==> src/rtl/control_sequencer_if.sv <==
// control_sequencer_if
//   Bundles the sequencer's instruction/handshake inputs and every control
//   strobe it drives into the datapath and memory.
//   master : the sequencer (drives strobes, status, instr_count)
//   slave  : datapath / memory side (drives ir, mem_ready, stop)
//   Signals:
//     ir[31:0]         instruction register contents
//     mem_ready        memory done (read data valid / write accepted)
//     stop             pause request, honoured at the fetch boundary
//     reg_in/reg_out   one-hot register file load / drive enables
//     PCout..Cout      single-bit bus and register strobes
//     ALUselect[3:0]   ALU operation code
//     mem_read/write   memory request, held until mem_ready
//     run              executing (0 while paused or halted)
//     illegal_op       pulse in T3 for an undefined opcode
//     mem_timeout      sticky memory-timeout flag
//     instr_count      retired instruction counter
interface control_sequencer_if #(
    parameter int CNT_W = 32
);
    logic [31:0]      ir;
    logic             mem_ready;
    logic             stop;
    logic [15:0]      reg_in;
    logic [15:0]      reg_out;
    logic             PCout, IncPC, MARin, MDRin, MDRread, MDRout, IRin, Yin;
    logic             Zin, Zlowout, Zhighout, HIin, HIout, LOin, LOout, Cout;
    logic [3:0]       ALUselect;
    logic             mem_read, mem_write;
    logic             run, illegal_op, mem_timeout;
    logic [CNT_W-1:0] instr_count;

    modport master (
        input  ir, mem_ready, stop,
        output reg_in, reg_out,
               PCout, IncPC, MARin, MDRin, MDRread, MDRout, IRin, Yin,
               Zin, Zlowout, Zhighout, HIin, HIout, LOin, LOout, Cout,
               ALUselect, mem_read, mem_write,
               run, illegal_op, mem_timeout, instr_count
    );

    modport slave (
        output ir, mem_ready, stop,
        input  reg_in, reg_out,
               PCout, IncPC, MARin, MDRin, MDRread, MDRout, IRin, Yin,
               Zin, Zlowout, Zhighout, HIin, HIout, LOin, LOout, Cout,
               ALUselect, mem_read, mem_write,
               run, illegal_op, mem_timeout, instr_count
    );
endinterface

==> src/rtl/control_sequencer.sv <==
// control_sequencer
//   Multi-cycle control unit. Fetches through PC/MAR/MDR/IR (T0..T2), decodes
//   the IR and sequences execute steps T3..T7, then returns to T0. Memory
//   accesses wait on mem_ready with an optional timeout that halts the core.
//   Ports:
//     clock  rising-edge clock
//     clear  asynchronous active-low reset
//     bus    control_sequencer_if.master (instruction, handshake, strobes,
//            run/illegal_op/mem_timeout status, instr_count)
//   Parameters:
//     WAIT_LIMIT  max cycles waiting for mem_ready (0 = wait forever)
//     CNT_W       width of instr_count
module control_sequencer #(
    parameter int WAIT_LIMIT = 16,
    parameter int CNT_W      = 32
) (
    input  logic                clock,
    input  logic                clear,
    control_sequencer_if.master bus
);

    typedef enum logic [3:0] {T0, T1, T2, T3, T4, T5, T6, T7, HALT} state_t;

    localparam logic [4:0] OP_ADDI = 5'd8;
    localparam logic [4:0] OP_ANDI = 5'd9;
    localparam logic [4:0] OP_ORI  = 5'd10;
    localparam logic [4:0] OP_MUL  = 5'd11;
    localparam logic [4:0] OP_DIV  = 5'd12;
    localparam logic [4:0] OP_NEG  = 5'd13;
    localparam logic [4:0] OP_NOT  = 5'd14;
    localparam logic [4:0] OP_LD   = 5'd15;
    localparam logic [4:0] OP_ST   = 5'd16;
    localparam logic [4:0] OP_MFHI = 5'd17;
    localparam logic [4:0] OP_MFLO = 5'd18;
    localparam logic [4:0] OP_HALT = 5'd20;

    localparam logic [3:0] ALU_ADD = 4'd0;
    localparam logic [3:0] ALU_AND = 4'd2;
    localparam logic [3:0] ALU_OR  = 4'd3;
    localparam logic [3:0] ALU_MUL = 4'd8;
    localparam logic [3:0] ALU_DIV = 4'd9;
    localparam logic [3:0] ALU_NEG = 4'd10;
    localparam logic [3:0] ALU_NOT = 4'd11;

    // Wait counter only has to reach WAIT_LIMIT-1.
    localparam int              WC_W        = (WAIT_LIMIT > 1) ? $clog2(WAIT_LIMIT) : 1;
    localparam int              WAIT_LAST_I = (WAIT_LIMIT > 0) ? WAIT_LIMIT - 1 : 0;
    localparam logic [WC_W-1:0] WAIT_LAST   = WC_W'(WAIT_LAST_I);
    localparam bit              WAIT_EN     = (WAIT_LIMIT != 0);

    typedef struct packed {
        logic [15:0] reg_in;
        logic [15:0] reg_out;
        logic        pc_out, inc_pc, mar_in, mdr_in, mdr_read, mdr_out, ir_in, y_in;
        logic        z_in, zlow_out, zhigh_out, hi_in, hi_out, lo_in, lo_out, c_out;
        logic [3:0]  alu;
        logic        mem_read, mem_write, illegal;
    } ctl_t;

    state_t           state, nxt;
    logic [WC_W-1:0]  wait_cnt;
    logic [CNT_W-1:0] count;
    logic             timeout_q;
    ctl_t             ctl, ctl_g;

    logic [4:0] op;
    logic [3:0] ra, rb, rc;
    logic [3:0] alu_op;
    logic       is_rtype, is_imm, is_muldiv, is_negnot, is_ld, is_st, is_mem;
    logic       is_wb, has_t4, is_mfhi, is_mflo, is_halt, is_illegal;
    logic       waiting, expire, retire;

    assign op = bus.ir[31:27];
    assign ra = bus.ir[26:23];
    assign rb = bus.ir[22:19];
    assign rc = bus.ir[18:15];

    assign is_rtype   = (op <= 5'd7);
    assign is_imm     = (op == OP_ADDI) || (op == OP_ANDI) || (op == OP_ORI);
    assign is_muldiv  = (op == OP_MUL) || (op == OP_DIV);
    assign is_negnot  = (op == OP_NEG) || (op == OP_NOT);
    assign is_ld      = (op == OP_LD);
    assign is_st      = (op == OP_ST);
    assign is_mem     = is_ld || is_st;
    assign is_mfhi    = (op == OP_MFHI);
    assign is_mflo    = (op == OP_MFLO);
    assign is_halt    = (op == OP_HALT);
    assign is_illegal = (op > OP_HALT);
    // ALU ops whose result goes back to ra at T5
    assign is_wb      = is_rtype || is_imm || is_negnot;
    assign has_t4     = is_wb || is_muldiv || is_mem;

    function automatic logic [15:0] onehot(input logic [3:0] idx);
        return 16'h0001 << idx;
    endfunction

    always_comb begin
        alu_op = ALU_ADD;
        if (is_rtype) begin
            alu_op = op[3:0];   // R-type opcodes share the ALU encoding
        end else begin
            case (op)
                OP_ANDI: alu_op = ALU_AND;
                OP_ORI:  alu_op = ALU_OR;
                OP_MUL:  alu_op = ALU_MUL;
                OP_DIV:  alu_op = ALU_DIV;
                OP_NEG:  alu_op = ALU_NEG;
                OP_NOT:  alu_op = ALU_NOT;
                default: alu_op = ALU_ADD;
            endcase
        end
    end

    // Memory wait states: fetch read, LD data read, ST data write.
    assign waiting = (state == T1) || ((state == T6) && is_ld) || ((state == T7) && is_st);
    // A ready on the last allowed cycle still completes the access.
    assign expire  = WAIT_EN && waiting && !bus.mem_ready && (wait_cnt == WAIT_LAST);

    always_comb begin
        nxt = T0;
        case (state)
            T0:      nxt = bus.stop ? T0 : T1;
            T1:      nxt = bus.mem_ready ? T2 : T1;
            T2:      nxt = T3;
            T3:      nxt = is_halt ? HALT : (has_t4 ? T4 : T0);
            T4:      nxt = has_t4 ? T5 : T0;
            T5:      nxt = (is_muldiv || is_mem) ? T6 : T0;
            T6: begin
                if (is_ld)      nxt = bus.mem_ready ? T7 : T6;
                else if (is_st) nxt = T7;
                else            nxt = T0;
            end
            T7:      nxt = (is_st && !bus.mem_ready) ? T7 : T0;
            HALT:    nxt = HALT;
            default: nxt = T0;
        endcase
        if (expire) nxt = HALT;
    end

    // An instruction retires when its last step hands back to fetch; a HALT
    // opcode retires on its way into HALT. Timeouts do not retire anything.
    assign retire = ((state == T3) && is_halt) ||
                    ((state != T0) && (state != T1) && (state != T2) &&
                     (state != HALT) && (nxt == T0));

    always_ff @(posedge clock or negedge clear) begin
        if (!clear) begin
            state     <= T0;
            wait_cnt  <= '0;
            count     <= '0;
            timeout_q <= 1'b0;
        end else begin
            state <= nxt;
            // Every wait state is entered from a non-wait state, so the
            // counter is already zero on entry.
            if (waiting && !bus.mem_ready && !expire) wait_cnt <= wait_cnt + 1'b1;
            else                                      wait_cnt <= '0;
            if (expire) timeout_q <= 1'b1;
            if (retire) count <= count + 1'b1;
        end
    end

    always_comb begin
        ctl = '0;
        case (state)
            T0: begin
                if (!bus.stop) begin
                    ctl.pc_out = 1'b1;
                    ctl.mar_in = 1'b1;
                    ctl.inc_pc = 1'b1;
                end
            end
            T1: begin
                ctl.mem_read = 1'b1;
                ctl.mdr_read = 1'b1;
                ctl.mdr_in   = 1'b1;
            end
            T2: begin
                ctl.mdr_out = 1'b1;
                ctl.ir_in   = 1'b1;
            end
            T3: begin
                if (is_illegal) begin
                    ctl.illegal = 1'b1;
                end else if (is_muldiv) begin
                    ctl.reg_out = onehot(ra);
                    ctl.y_in    = 1'b1;
                end else if (is_mfhi) begin
                    ctl.hi_out = 1'b1;
                    ctl.reg_in = onehot(ra);
                end else if (is_mflo) begin
                    ctl.lo_out = 1'b1;
                    ctl.reg_in = onehot(ra);
                end else if (is_wb || is_mem) begin
                    ctl.reg_out = onehot(rb);
                    ctl.y_in    = 1'b1;
                end
            end
            T4: begin
                if (has_t4) begin
                    ctl.z_in = 1'b1;
                    ctl.alu  = alu_op;
                    if (is_rtype)              ctl.reg_out = onehot(rc);
                    else if (is_imm || is_mem) ctl.c_out   = 1'b1;
                    else                       ctl.reg_out = onehot(rb);
                end
            end
            T5: begin
                if (has_t4) ctl.zlow_out = 1'b1;
                if (is_wb)          ctl.reg_in = onehot(ra);
                else if (is_muldiv) ctl.lo_in  = 1'b1;
                else if (is_mem)    ctl.mar_in = 1'b1;
            end
            T6: begin
                if (is_muldiv) begin
                    ctl.zhigh_out = 1'b1;
                    ctl.hi_in     = 1'b1;
                end else if (is_ld) begin
                    ctl.mem_read = 1'b1;
                    ctl.mdr_read = 1'b1;
                    ctl.mdr_in   = 1'b1;
                end else if (is_st) begin
                    // MDR loads from the bus, not from memory
                    ctl.reg_out = onehot(ra);
                    ctl.mdr_in  = 1'b1;
                end
            end
            T7: begin
                if (is_ld) begin
                    ctl.mdr_out = 1'b1;
                    ctl.reg_in  = onehot(ra);
                end else if (is_st) begin
                    ctl.mem_write = 1'b1;
                end
            end
            default: ctl = '0;
        endcase
    end

    // Strobes drop the moment clear goes low, not only at the next edge.
    assign ctl_g = clear ? ctl : '0;

    assign bus.reg_in      = ctl_g.reg_in;
    assign bus.reg_out     = ctl_g.reg_out;
    assign bus.PCout       = ctl_g.pc_out;
    assign bus.IncPC       = ctl_g.inc_pc;
    assign bus.MARin       = ctl_g.mar_in;
    assign bus.MDRin       = ctl_g.mdr_in;
    assign bus.MDRread     = ctl_g.mdr_read;
    assign bus.MDRout      = ctl_g.mdr_out;
    assign bus.IRin        = ctl_g.ir_in;
    assign bus.Yin         = ctl_g.y_in;
    assign bus.Zin         = ctl_g.z_in;
    assign bus.Zlowout     = ctl_g.zlow_out;
    assign bus.Zhighout    = ctl_g.zhigh_out;
    assign bus.HIin        = ctl_g.hi_in;
    assign bus.HIout       = ctl_g.hi_out;
    assign bus.LOin        = ctl_g.lo_in;
    assign bus.LOout       = ctl_g.lo_out;
    assign bus.Cout        = ctl_g.c_out;
    assign bus.ALUselect   = ctl_g.alu;
    assign bus.mem_read    = ctl_g.mem_read;
    assign bus.mem_write   = ctl_g.mem_write;
    assign bus.illegal_op  = ctl_g.illegal;
    // run reads 1 while reset is held (the reset state is "executing from T0")
    assign bus.run         = !clear || ((state != HALT) && !((state == T0) && bus.stop));
    assign bus.mem_timeout = timeout_q;
    assign bus.instr_count = count;

endmodule

==> src/flat_wrapper.sv <==
// flat-port wrapper written by rule: the top's interface ports become plain ports
module control_sequencer_flat 
#(
    parameter int WAIT_LIMIT = 16,
    parameter int CNT_W      = 32
)
  (clock, clear, bus_ir, bus_mem_ready, bus_stop, bus_reg_in, bus_reg_out, bus_PCout, bus_IncPC, bus_MARin, bus_MDRin, bus_MDRread, bus_MDRout, bus_IRin, bus_Yin, bus_Zin, bus_Zlowout, bus_Zhighout, bus_HIin, bus_HIout, bus_LOin, bus_LOout, bus_Cout, bus_ALUselect, bus_mem_read, bus_mem_write, bus_run, bus_illegal_op, bus_mem_timeout, bus_instr_count);
  control_sequencer_if #(.CNT_W(CNT_W)) bus_i ();
  input  logic clock;
  input  logic clear;
  input wire logic [$bits(bus_i.ir)-1:0] bus_ir;
  input wire logic [$bits(bus_i.mem_ready)-1:0] bus_mem_ready;
  input wire logic [$bits(bus_i.stop)-1:0] bus_stop;
  output wire logic [$bits(bus_i.reg_in)-1:0] bus_reg_in;
  output wire logic [$bits(bus_i.reg_out)-1:0] bus_reg_out;
  output wire logic [$bits(bus_i.PCout)-1:0] bus_PCout;
  output wire logic [$bits(bus_i.IncPC)-1:0] bus_IncPC;
  output wire logic [$bits(bus_i.MARin)-1:0] bus_MARin;
  output wire logic [$bits(bus_i.MDRin)-1:0] bus_MDRin;
  output wire logic [$bits(bus_i.MDRread)-1:0] bus_MDRread;
  output wire logic [$bits(bus_i.MDRout)-1:0] bus_MDRout;
  output wire logic [$bits(bus_i.IRin)-1:0] bus_IRin;
  output wire logic [$bits(bus_i.Yin)-1:0] bus_Yin;
  output wire logic [$bits(bus_i.Zin)-1:0] bus_Zin;
  output wire logic [$bits(bus_i.Zlowout)-1:0] bus_Zlowout;
  output wire logic [$bits(bus_i.Zhighout)-1:0] bus_Zhighout;
  output wire logic [$bits(bus_i.HIin)-1:0] bus_HIin;
  output wire logic [$bits(bus_i.HIout)-1:0] bus_HIout;
  output wire logic [$bits(bus_i.LOin)-1:0] bus_LOin;
  output wire logic [$bits(bus_i.LOout)-1:0] bus_LOout;
  output wire logic [$bits(bus_i.Cout)-1:0] bus_Cout;
  output wire logic [$bits(bus_i.ALUselect)-1:0] bus_ALUselect;
  output wire logic [$bits(bus_i.mem_read)-1:0] bus_mem_read;
  output wire logic [$bits(bus_i.mem_write)-1:0] bus_mem_write;
  output wire logic [$bits(bus_i.run)-1:0] bus_run;
  output wire logic [$bits(bus_i.illegal_op)-1:0] bus_illegal_op;
  output wire logic [$bits(bus_i.mem_timeout)-1:0] bus_mem_timeout;
  output wire logic [$bits(bus_i.instr_count)-1:0] bus_instr_count;
  assign bus_i.ir = bus_ir;
  assign bus_i.mem_ready = bus_mem_ready;
  assign bus_i.stop = bus_stop;
  assign bus_reg_in = bus_i.reg_in;
  assign bus_reg_out = bus_i.reg_out;
  assign bus_PCout = bus_i.PCout;
  assign bus_IncPC = bus_i.IncPC;
  assign bus_MARin = bus_i.MARin;
  assign bus_MDRin = bus_i.MDRin;
  assign bus_MDRread = bus_i.MDRread;
  assign bus_MDRout = bus_i.MDRout;
  assign bus_IRin = bus_i.IRin;
  assign bus_Yin = bus_i.Yin;
  assign bus_Zin = bus_i.Zin;
  assign bus_Zlowout = bus_i.Zlowout;
  assign bus_Zhighout = bus_i.Zhighout;
  assign bus_HIin = bus_i.HIin;
  assign bus_HIout = bus_i.HIout;
  assign bus_LOin = bus_i.LOin;
  assign bus_LOout = bus_i.LOout;
  assign bus_Cout = bus_i.Cout;
  assign bus_ALUselect = bus_i.ALUselect;
  assign bus_mem_read = bus_i.mem_read;
  assign bus_mem_write = bus_i.mem_write;
  assign bus_run = bus_i.run;
  assign bus_illegal_op = bus_i.illegal_op;
  assign bus_mem_timeout = bus_i.mem_timeout;
  assign bus_instr_count = bus_i.instr_count;
  control_sequencer #(.WAIT_LIMIT(WAIT_LIMIT), .CNT_W(CNT_W)) u_core (.clock(clock), .clear(clear), .bus(bus_i));
endmodule
==> config.mk <==
export PLATFORM = sky130hd
export DESIGN_NAME = control_sequencer_flat
export DESIGN_NICKNAME = d
export VERILOG_FILES = /design/src/rtl/control_sequencer_if.sv /design/src/rtl/control_sequencer.sv /design/src/flat_wrapper.sv
export SDC_FILE = /design/constraint.sdc
export NUM_CORES = 1
export LEC_CHECK = 0
export CORE_ASPECT_RATIO = 1.25
export CORE_UTILIZATION = 45
export CTS_CLUSTER_SIZE = 40
export DETAILED_ROUTE_END_ITERATION = 10
export PLACE_DENSITY = 0.79
export SETUP_SLACK_MARGIN = 0.5
export SLEW_MARGIN = 20
export SYNTH_ARGS = -nofsm -noshare
export SYNTH_HDL_FRONTEND = slang
export SYNTH_SLANG_ARGS = --single-unit
==> constraint.sdc <==
create_clock -name clock -period 2.89 [get_ports clock]
set_input_delay 0.578 -clock clock [delete_from_list [all_inputs] [get_ports clock]]
set_output_delay 0.578 -clock clock [all_outputs]
set_load 0.005 [all_outputs]
==> flow_summary.ini <==
[run_status]
status = finished with violations
failed_checks = design-rule violations, negative setup slack

[yosys]
synthArstFlopShare = 1.000
ys_seq_elements = 41
syn-num-nets = 474
synth_cell_types = 53
synth_cells = 436
syn_area_um2 = 3328
synth-edff-count = 0
avgSynthCellArea_um2 = 7.633
seq_area_frac_synth = 0.3083
ys_warn_count = 0
ys.flop_type = dfrtp_1

[grt]
grt_max_degree = 38
grt_pass1_wl_mm = 23.41
antenna_found_initial = 1
grt_pass1_vias = 4595
grt_use_total = 0.3834
grt.overflow.total = 0

[detailed_routing]
drt_wl_total_mm = 21.67
drt_iter0_drc = 1161
vias = 5445
remaining_drc_errors = 18
dr.pass1.iters = 11
wl_per_cell_um = 28.36
viasPerCell = 7.127
ant_nets = 0

[floorplan]
die_width_um = 78.92
rows = 34
core_region_area_um2 = 7062
ioPinCount = 125
start_util = 0.4713
dieArea_um2 = 7746
die_h_um = 98.15

[sta]
fin_crit_ps = 3412
worst_slew_pin_slew_ps = 702.5
finalCritPeriodShare = 1.181
skew_ps = 13.15
grt_setup_unrepaired = yes
max_clock_freq_ghz = 0.2931
fin_ws_ps = -521.7
hold_viol_final = 0
timing.final.max_slew_violations = 0
tns_ps = -7156
setup_viol = 29
maxSlewHeadroom = 0.5305

[clock_network]
cts_buffer_depth = 2
cts_hold_buf = 0
path_clk_slew_ps = 90
h-tree-depth = 2
cts.sinks = 41
ctsRootBufferMaster = clkbuf_8
cts_buffers = 5
cts_tree = yes
clk_latency_ps = 310

[setup_path]
critPathLaunchType = input port
slowest_stage = o41ai_4
worst_path_largest_cell_delay_ps = 460
cp_top_family = compound AO/OA/AOI/OAI gates
crit_type = input port to output port
path_buf_inv = 7
path_cells = buf_6, buf_6, o41ai_4, buf_4, nand3_4, a211oi_4, buf_6, buf_6, buf_4, a32oi_1, a21oi_1, buf_2
worstPathArrival_ps = 2830
required_ps = 2310
crit_top_cell = buf_6
crit_path_end_kind = output port
worst-path-max-fanout = 4

[power]
p_int_mw = 1.752
switching_share = 0.4295
power_mw = 3.071
seqPwrFrac = 0.229
power.switching_mw = 1.319
p_leak_nw = 2.838
clkPwrFrac = 0.164
irDropWorstVdd_mv = 0.5180
powerDensity_nw_per_um2 = 463.6
combPwrFrac = 0.607

[placed_design]
dp_slack_ps = -838.3
post_dp_cell_area_um2 = 4997
port_buffers = 109
place_inst = 679
place.gp.congestion = 0.9845
hpwl_mm = 8.846

[min_path]
hold_class = input port to asynchronous set/reset pin

[final_layout]
syn_to_final_growth_pct = 99.06
drive_above_1_share = 0.5201
stdcell_count = 764
nNetsFinal = 710
final_area_um2 = 6625

[flow_run]
cap_violations = 0
[synthesized netlist by cell type, drive strengths merged, types with 4 or more instances]
| library cell | n | area (um2) |
|---|---|---|
| a21oi | 25 | 125.1 |
| a22oi | 13 | 97.59 |
| a32oi | 4 | 35.03 |
| and2 | 8 | 50.05 |
| and3 | 9 | 56.30 |
| buf | 12 | 75.06 |
| clkbuf | 17 | 63.81 |
| dfrtp | 41 | 1026 |
| inv | 10 | 37.54 |
| nand2 | 42 | 157.7 |
| nand2b | 10 | 70.06 |
| nand3 | 30 | 150.1 |
| nand3b | 4 | 30.03 |
| nand4 | 30 | 187.7 |
| nor2 | 47 | 176.4 |
| nor2b | 11 | 68.82 |
| nor3 | 19 | 95.09 |
| nor3b | 4 | 30.03 |
| o21ai | 8 | 40.03 |
| o22ai | 18 | 112.6 |
| or2 | 6 | 37.54 |
| xnor2 | 30 | 262.8 |
| xor2 | 6 | 52.55 |
[worst register-to-register path: cells and delay by family, from the launching register on]
kind	cells	cell delay [ps]
AND/OR/NAND/NOR	5	1560
XOR/XNOR	1	140
flip-flops	1	540
[final cells by class]
| type | count | area, um2 |
|---|---|---|
| sequential | 41 | 1027 |
| fill | 217 | 436.7 |
| inverter | 10 | 37.54 |
| antenna | 1 | 2.502 |
| multi-input combinational | 356 | 3025 |
| tap | 90 | 112.6 |
| clock buffer | 6 | 82.58 |
| timing repair buffer | 258 | 2300 |
| clock inverter | 2 | 37.54 |
[layer usage]
layer  wire (um)  GRT usage
met4        2559     0.2056
met2        9450     0.6502
met3        3015    0.07850
met1        6593     0.4503
met5          47          0
[power groups by stage]
stage	combinational (mW)	sequential, mW	clock (mW)
final	1.86	0.703	0.505
after global routing	1.94	0.707	0.527
after CTS	1.29	0.686	0.498
after detailed placement	0.996	0.689	0
after global placement	0.974	0.687	0
after floorplan	0.553	0.685	0
[sequential cells by signal, indices dropped and copies added, names as in the netlist]
signal / cells
u_core.bus.instr_count: 32
u_core.bus.mem_timeout: 1
u_core.state: 4
u_core.wait_cnt: 4
[repair_timing]
item / CTS / global route
pin swaps: 50 / 75
gates resized for setup: 342 / 146
endpoints found under the hold margin: 0 / 0
setup buffers: 45 / 26
setup endpoints to repair: 97 / 96
gates cloned: 2 / 3
[through the flow]
step | hold slack, ps | util
finish | 380.6 | 0.9382
global route | 435.2 | 0.9382
CTS | 295.3 | 0.8175
detailed placement | 462.2 | 0.7077
global placement | 454.2 | 0.7077
floorplan | 282.4 | -
[kinds of logic after synthesis]
kind of cell / synth area share
AO/OA/AOI/OAI: 0.1741
XOR/XNOR: 0.09474
adder cells (fa/ha/maj): 0.007518
buffers and inverters: 0.05300
flip-flops: 0.3083
multiplexers: 0.006391
AND/OR/NAND/NOR: 0.3560
[cells in the final DEF (no fill, tap or decap), drive strengths merged, types with 18 or more instances in the layout]
master and instances:
nor3 19, nand2 42, clkdlybuf4s50 48, nor2 47
a21oi 25, nand3 30, buf 201, xnor2 30
o22ai 18, nand4 30, dfrtp 41
[final timing paths]
path / startpoint / end / slack [ps] / cells past startpoint
min in group clock: u_core.bus.instr_count[31] / u_core.bus.instr_count[31] / 490 / 1
min reg2reg: u_core.bus.instr_count[31] / u_core.bus.instr_count[31] / 490 / 1
max in group asynchronous: clear / u_core.bus.instr_count[18] / 1780 / 3
max reg2reg: u_core.bus.instr_count[9] / u_core.bus.instr_count[27] / 550 / 6
max: bus_ir[28] / bus_reg_out[14] / -520 / 12
min: clear / u_core.state[3] / 380 / 2
No activity file was read; power rests on OpenSTA's default activity.
==> variant (same settings) <==
`CNT_W` is set to 32 in 3 places; all go to 40.
--- a/src/rtl/control_sequencer_if.sv
+++ b/src/rtl/control_sequencer_if.sv
@@ -16,7 +16,7 @@
 //     mem_timeout      sticky memory-timeout flag
 //     instr_count      retired instruction counter
 interface control_sequencer_if #(
-    parameter int CNT_W = 32
+    parameter int CNT_W = 40
 );
     logic [31:0]      ir;
     logic             mem_ready;
--- a/src/rtl/control_sequencer.sv
+++ b/src/rtl/control_sequencer.sv
@@ -12,7 +12,7 @@
 //     CNT_W       width of instr_count
 module control_sequencer #(
     parameter int WAIT_LIMIT = 16,
-    parameter int CNT_W      = 32
+    parameter int CNT_W      = 40
 ) (
     input  logic                clock,
     input  logic                clear,
--- a/src/flat_wrapper.sv
+++ b/src/flat_wrapper.sv
@@ -2,7 +2,7 @@
 module control_sequencer_flat 
 #(
     parameter int WAIT_LIMIT = 16,
-    parameter int CNT_W      = 32
+    parameter int CNT_W      = 40
 )
   (clock, clear, bus_ir, bus_mem_ready, bus_stop, bus_reg_in, bus_reg_out, bus_PCout, bus_IncPC, bus_MARin, bus_MDRin, bus_MDRread, bus_MDRout, bus_IRin, bus_Yin, bus_Zin, bus_Zlowout, bus_Zhighout, bus_HIin, bus_HIout, bus_LOin, bus_LOout, bus_Cout, bus_ALUselect, bus_mem_read, bus_mem_write, bus_run, bus_illegal_op, bus_mem_timeout, bus_instr_count);
   control_sequencer_if #(.CNT_W(CNT_W)) bus_i ();
Interface: changed (resized bus_instr_count); port bits go from 125 to 133. No check against the original RTL was run, so the function may have changed too.
==> variant against the original RTL <==
- critical path type is now register to output pin
- sequential cell count up 8
- setup slack better by 200 ps
- count of clock-buffer cells in the layout shrank 1
- cell area increased by 10%
- die area increased by 17%
- area after synthesis up 18%
- total power rose by 30%
- the flow finishes with violations (setup timing)
- routed wire length is 4.8% higher
==> variant: results (changes against the original RTL) <==
- Failing checks: setup timing
- Sequential power share: 20.7% (-2.2 points)
- Buffering overhead: 33.0% (-1.7 points)
- Switching share of power: 43.5% (+0.56 points)
- Fill cell count: 331 (+53%)
- Nonclk inv count: 8 (-2)
- Worst reg2reg startpoint: u_core.bus.instr_count[11]
- Largest register FFs: 40 (+25%)
- Status: complete, but fails checks
- Fraction of layout cells with a size suffix above 1: 45.3% (-6.7 points)
- Met2 GRT Util: 68.5% (+3.5 points)
- Most frequent cells after synthesis: 71 x nor2_1, 49 x dfrtp_1, 43 x nand2_1, 40 x xor2_1, 29 x nor4_1
- Final WS setup: -320 ps (+202 ps)
- Worst-path maximum fanout: 22 (+18)
- First-pass GRT wire length: 26,200 µm (+12%)
- Post-synthesis mux area share: 0.895% (+0.26 points)
- R2r setup slk: 0 ps (-550 ps)
- GR Util met3: 3.88% (-4.0 points)
- Number of global-route vias before repair: 4,967 (+8.1%)
- R2R Path End: u_core.bus.instr_count[29]
- Multi-input gates: 406 (+14%)
- Total wire length: 22,700 µm (+4.8%)
- Register area share after synthesis: 31.3% (+0.51 points)
- Half-perimeter wire length after placement: 10,300 µm (+17%)
- Gpl congestion: 0.944 (-4.1%)
- Largest net degree at the start of global routing: 49 (+29%)
- Pre-antenna DRT Iters: 5 (-6)
- Setup Viol. Count Final: 19 (-34%)
- Syn Nets: 536 (+13%)
- ClkCell Share: 1.59% (-0.22 points)
- Combinational power: 2.61 mW (+40%)
[variant: cell types whose count changed in the layout (fill, tap and decap cells not counted), sizes merged, moves of 9 or more]
cell,change
buf,-15
nand3,-10
nand4,-21
clkdlybuf4s50,+9
nor2,+24
o22ai,-18
nor4,+28
xor2,+34
xnor2,-26
[variant: what timing repair did]
action                     4_1_cts  5_1_grt
pin swaps                       38       47
buffers inserted                24       19
setup endpoints to repair       99       94
cloned                           6        2
resized for setup              273      135
[variant: worst max-delay path, stage by stage (launching register included)]
cell and delay (ps):
dfrtp_1 360, buf_4 260, nor4bb_1 320, buf_4 190, and2_1 180, nand2_1 130
nor3_1 260, buf_4 200, a21oi_1 120, a21oi_2 150, buf_2 120
[variant: worst max-delay path by stage]
stage | startpoint | to | slack (ps) | cells after the start
2_1_floorplan | bus_ir[28] | bus_reg_out[4] | 120 | 5
3_3_place_gp | bus_ir[28] | bus_reg_out[5] | -830 | 7
3_5_place_dp | bus_ir[28] | bus_reg_out[7] | -860 | 8
4_1_cts | bus_ir[27] | bus_reg_out[4] | -300 | 8
5_1_grt | u_core.state[0] | bus_reg_out[4] | -490 | 10
6_report | u_core.state[0] | bus_reg_out[4] | -320 | 10
[variant: kinds of logic after synthesis]
group | count (synthesis)
AO/OA/AOI/OAI | 74
XOR/XNOR | 44
adder cells (fa/ha/maj) | 3
buffers and inverters | 43
flip-flops | 49
multiplexers | 3
AND/OR/NAND/NOR | 282
[variant: stage by stage]
step | setup TNS, ps | area (µm²) | std cells | worst slack [ps] | hold slack, ps
finish | -3730 | 7310 | 826 | -320 | 366
global placement | -35640 | 5850 | 767 | -825 | 440
floorplan | 0 | 4010 | 498 | 120 | 282
detailed placement | -38230 | 5850 | 767 | -863 | 455
global route | -5980 | 7310 | 826 | -494 | 346
CTS | -3280 | 6560 | 805 | -297 | 291
